### src/rtl/alu_writeback.sv
// Execute/writeback stage: NZCV flag register, condition evaluation and a registered
// valid/ready writeback beat. Define ALU_WB_PERF_CNT_EN to add retired/skipped counters.
module alu_writeback #(
    parameter int N = 32
) (
    input  logic         clk_i,
    input  logic         rst_i,
    input  logic         valid_i,
    output logic         ready_o,
    input  logic         flush_i,
    input  logic [3:0]   cond_i,
    input  logic         set_flags_i,
    input  logic         logic_op_i,
    input  logic         write_rd_i,
    input  logic [3:0]   rd_i,
    input  logic [N-1:0] result_i,
    input  logic [3:0]   nzcv_i,
    output logic         wb_valid_o,
    input  logic         wb_ready_i,
    output logic         wb_we_o,
    output logic [3:0]   wb_rd_o,
    output logic [N-1:0] wb_data_o,
    output logic [3:0]   flags_o
`ifdef ALU_WB_PERF_CNT_EN
    ,
    output logic [31:0]  retired_cnt_o,
    output logic [31:0]  skipped_cnt_o
`endif
);

    typedef enum logic {
        EMPTY = 1'b0,
        FULL  = 1'b1
    } wb_state_e;

    wb_state_e      state_q;
    logic [3:0]     flags_q;
    logic           we_q;
    logic [3:0]     rd_q;
    logic [N-1:0]   data_q;
    logic           accept;
    logic           pass;
    logic           f_n, f_z, f_c, f_v;

    assign {f_n, f_z, f_c, f_v} = flags_q;

    // Conditions test the committed flags, so back-to-back instructions see each other's updates.
    always_comb begin
        // NOTE: pass gets a default before the case so no path leaves it unassigned (no latch).
        pass = 1'b0;
        case (cond_i)
            4'b0000: pass = f_z;
            4'b0001: pass = !f_z;
            4'b0010: pass = f_c;
            4'b0011: pass = !f_c;
            4'b0100: pass = f_n;
            4'b0101: pass = !f_n;
            4'b0110: pass = f_v;
            4'b0111: pass = !f_v;
            4'b1000: pass = f_c && !f_z;
            4'b1001: pass = !f_c || f_z;
            4'b1010: pass = (f_n == f_v);
            4'b1011: pass = (f_n != f_v);
            4'b1100: pass = !f_z && (f_n == f_v);
            4'b1101: pass = f_z || (f_n != f_v);
            4'b1110: pass = 1'b1;
            default: pass = 1'b0;
        endcase
    end

    assign ready_o = (state_q == EMPTY) || wb_ready_i;
    assign accept  = valid_i && ready_o && !flush_i;

    always_ff @(posedge clk_i) begin
        // NOTE: sequential state uses non-blocking assignments so every register samples pre-edge values.
        if (rst_i) begin
            state_q <= EMPTY;
            flags_q <= 4'b0000;
            we_q    <= 1'b0;
            rd_q    <= 4'd0;
            data_q  <= '0;
        end else begin
            if (flush_i) begin
                state_q <= EMPTY;
            end else if (accept && pass && write_rd_i) begin
                state_q <= FULL;
                we_q    <= 1'b1;
                rd_q    <= rd_i;
                data_q  <= result_i;
            end else if (state_q == FULL && wb_ready_i) begin
                state_q <= EMPTY;
            end

            // Logical ops leave C and V untouched.
            if (accept && pass && set_flags_i) begin
                if (logic_op_i)
                    flags_q <= {nzcv_i[3], nzcv_i[2], flags_q[1], flags_q[0]};
                else
                    flags_q <= nzcv_i;
            end
        end
    end

    assign wb_valid_o = (state_q == FULL);
    assign wb_we_o    = we_q;
    assign wb_rd_o    = rd_q;
    assign wb_data_o  = data_q;
    assign flags_o    = flags_q;

`ifdef ALU_WB_PERF_CNT_EN
    logic [31:0] retired_cnt_q;
    logic [31:0] skipped_cnt_q;

    always_ff @(posedge clk_i) begin
        if (rst_i) begin
            retired_cnt_q <= 32'd0;
            skipped_cnt_q <= 32'd0;
        end else if (accept) begin
            if (pass)
                retired_cnt_q <= retired_cnt_q + 32'd1;
            else
                skipped_cnt_q <= skipped_cnt_q + 32'd1;
        end
    end

    assign retired_cnt_o = retired_cnt_q;
    assign skipped_cnt_o = skipped_cnt_q;
`endif

endmodule
### config.mk
export PLATFORM = sky130hd
export DESIGN_NAME = alu_writeback
export DESIGN_NICKNAME = d
export VERILOG_FILES = /design/src/rtl/alu_writeback.sv
export SDC_FILE = /design/constraint.sdc
export NUM_CORES = 1
export LEC_CHECK = 0
export ABC_CLOCK_PERIOD_IN_PS = 3200
export BUFFER_PORTS_ARGS = -buffer_cell sky130_fd_sc_hd__clkbuf_2
export CAP_MARGIN = 20
export CORE_MARGIN = 5
export CORE_UTILIZATION = 35
export CTS_BUF_LIST = sky130_fd_sc_hd__clkbuf_8 sky130_fd_sc_hd__clkbuf_16
export CTS_CLUSTER_SIZE = 25
export DETAILED_ROUTE_END_ITERATION = 10
export PLACE_DENSITY = 0.76
export SYNTH_ARGS = -nofsm -noshare
export SYNTH_HDL_FRONTEND = slang
export SYNTH_SLANG_ARGS = --single-unit
### constraint.sdc
create_clock -name clk_i -period 3.2 [get_ports clk_i]
set_input_delay 0.48 -clock clk_i [delete_from_list [all_inputs] [get_ports clk_i]]
set_output_delay 0.48 -clock clk_i [all_outputs]
set_load 0.02 [all_outputs]
==> qor.csv <==
stage;metric;value;unit
run_status;status;finished clean;
sta;holdWs;0.385;ns
placement;dpl_worst_slack;0.830;ns
setup_path;rrSetupSlack;1.10;ns
setup_path;worstPathRequired;3.33;ns
synth;synth_nets;229;
final_layout;utilization;47.0;%
placement;dpl.hpwl;3110;um
clock_network;holdBufCountCts;0;
global_route;grt.total_usage;12.1;%
final_layout;drive_above_1_share;39.9;%
global_route;grt_pass1_wl;6380;um
final_layout;multi_input_area;860;sq um
setup_path;rr_startpoint;flags_o[0];
worst_hold_path;worstHoldEndpoint;wb_valid_o;
global_route;grt_pass1_vias;1490;
clock_network;cts_tree;yes;
synth;synth_compound_area_share;4.89;%
clock_network;cts.path.max_buffers;2;
clock_network;numCtsBuffers;5;
worst_hold_path;hold_path_class;input pin to flop;
synth;synth.avg_cell_area;10.1;sq um
synth;yosys.area.top_type;dfxtp_1;
global_route;grt_use_met1;14.0;%
clock_network;clk_pin_slew;0.07;ns
clock_network;worstSkewPairLatency;0.28;ns
setup_path;r2r_cells;7;
sta;maxSlewViolCount;0;
setup_path;path_class;flop to flop;
final_layout;seq_area;841;sq um
floorplan;placeableCoreArea;0.00504;sq mm
global_route;grt_util_met2;20.5;%
synth;ys_async_sr_fraction;0;%
sta;worst_slack;1.10;ns
synth;ys_warn_count;0;
final_layout;n_fill_cell;496;
sta;rsz0062_at_grt;false;
worst_hold_path;whs_path_depth;2;
route;num_vias;1559;
sta;fin_crit_sh;65.7;%
run;drv_cap;0;
pwr;power_density;419;mW/mm^2
global_route;groute.layer.met3.usage;3.95;%
floorplan;die_width;81.5;um
clock_network;clock-sinks;42;
worst_hold_path;holdCritStartpoint;flush_i;
synth;synth.distinct_cells;34;
route;dr.pass1.iters;4;
route;wl_per_cell;11.9;um
sta;hold_violations;0;
sta;worstMarginPinSlew;0.818;ns
setup_path;end_kind;flop;
synth;synth-edff-count;0;
clock_network;cts_root_buffer;clkbuf_8;
route;drt_iter0_markers;38;
sta;finalSetupTns;0;ns
setup_path;critical_path.startpoint_type;flop;
sta;max_freq;476;MHz
final_layout;fin_nets;319;
pwr;p_sw;0.000234;W
pwr;max-vdd-ir-drop;286;uV
setup_path;worstPathMaxFanout;19;
route;drc;0;
pwr;p_clk_share;33.7;%
synth;synth_mux_area_share;24.1;%
placement;gp_congestion;0.730;
synth;synth_top_area_share;47.0;%
floorplan;row_count;26;
synth;synth_fa_ha_area_share;0;%
sta;post-route-min-period;2.10;ns
pwr;combinationalPowerShare;11.9;%
floorplan;die_h;81.5;um
pwr;total_leakage_power;1.05;nW
sta;finalClockSkew;0.00855;ns
floorplan;fp.dieArea;0.00665;sq mm
floorplan;start_util;35.5;%
setup_path;r2r_end;wb_data_o[2];
synth;synth_area;0.00179;sq mm
route;ant_nets;0;
clock_network;ctsResizeCount;0;
pwr;swShare;23.6;%
synth;ys_seq_area_share;47.0;%
pwr;p_seq_share;54.4;%
global_route;grt-busiest-layer;met2;
route;totalWireLength;4030;um
sta;slew_headroom;45.5;%
setup_path;worstPathArrival;2.23;ns
sta;setup_viol;0;
placement;portBuffers;94;
clock_network;post-cts-setup-buffer-count;0;
synth;yosys_most_used_dff;dfxtp_1;
synth;synth_xor_area_share;0.489;%
synth;synth-simple-area-share;18.1;%
pwr;p_int;0.000760;W
global_route;gr-total-overflow;0;
final_layout;diodes;0;
synth;synth_common_cells;42 x dfxtp_1, 42 x mux2i_1, 42 x nor2_1, 7 x nand2b_1, 4 x clkbuf_1;
floorplan;io_pins;95;
synth;ys_ff_latch;42;
synth;synth_top_family_by_area;multiplexers;
synth;netlist_instances;177;
synth;yosys-top-cells-area;dfxtp_1 47%, mux2i_1 23%, nor2_1 8.8%, nand2b_1 2.4%, buf_8 1.7%;
route;viasPerCell;4.61;
clock_network;h-tree-depth;2;
global_route;grt_max_degree;45;
final_layout;areaGrowthSynthToFinish;32.5;%
global_route;antenna_found_initial;0;
## flip-flops by register name (all words and copies together) (netlist names)
name / cells
flags_o: 4
wb_data_o: 32
wb_rd_o: 4
wb_valid_o: 1
wb_we_o: 1
## metal layers
| metal | part of all wire [%] | routed length [um] |
|---|---|---|
| met1 | 43 | 1750 |
| met2 | 48 | 1950 |
| met3 | 6.6 | 266 |
| met4 | 1.5 | 61 |
| met5 | 0 | 0 |
## per-stage QoR
stage / instance area, sq um / std cells / power (W)
after global routing: 2370 / 338 / 0.00104
after floorplan: 1790 / 177 / 0.000625
after detailed placement: 2280 / 330 / 0.000673
after global placement: 2280 / 330 / 0.000671
after CTS: 2370 / 338 / 0.00101
final: 2370 / 338 / 0.000994
## logic make-up (layout without fill, tap and decap cells)
kind of cell / after synthesis / in the layout
mux: 43 / 43
simple gates: 66 / 66
xor+xnor: 1 / 1
buf+inv: 15 / 106
flops: 42 / 42
compound gates: 10 / 10
## power by group through the flow
stage                     Combinational (W)  Clock [W]  Sequential, W
after floorplan                   0.0000599          0       0.000565
after global placement             0.000118          0       0.000552
after detailed placement           0.000120          0       0.000552
after CTS                          0.000120   0.000351       0.000540
after global routing               0.000131   0.000370       0.000542
final                              0.000119   0.000335       0.000540
## placed cells by master, fill, tap and decap left out, drive strengths merged, types with 3 or more instances in the layout
master	netlist	layout
nand2	3	3
dfxtp	42	42
inv	2	3
clkbuf	4	100
nor2	42	42
mux2i	42	42
a21oi	3	3
nand2b	7	7
## worst max-delay path: stages, from the launching register on
cell       delay [ns]
dfxtp_1          0.38
or4b_1           0.54
a31oi_1          0.18
a2111oi_2        0.08
a21oi_4          0.17
buf_4            0.32
mux2i_1          0.23
nor2_1           0.06
## layout make-up
type | instances | share of cell area (%)
Clock buffer | 6 | 3.48
Inverter | 2 | 0.316
Multi-Input combinational cell | 120 | 36.2
Sequential cell | 42 | 35.4
Clock inverter | 2 | 0.369
Tap cell | 70 | 3.69
Timing Repair Buffer | 96 | 20.5
## worst max-delay path by stage
stage,to,depth (start not counted),startpoint,slack [ns]
3_5_place_dp,wb_data_o[2],8,cond_i[2],0.83
2_1_floorplan,wb_data_o[13],9,cond_i[2],1.04
4_1_cts,wb_data_o[2],7,flags_o[3],1.07
3_3_place_gp,wb_rd_o[2],8,cond_i[2],0.90
6_report,wb_data_o[2],7,flags_o[0],1.10
5_1_grt,wb_data_o[2],7,flags_o[2],0.91
Power figures use the tool's default switching activity.
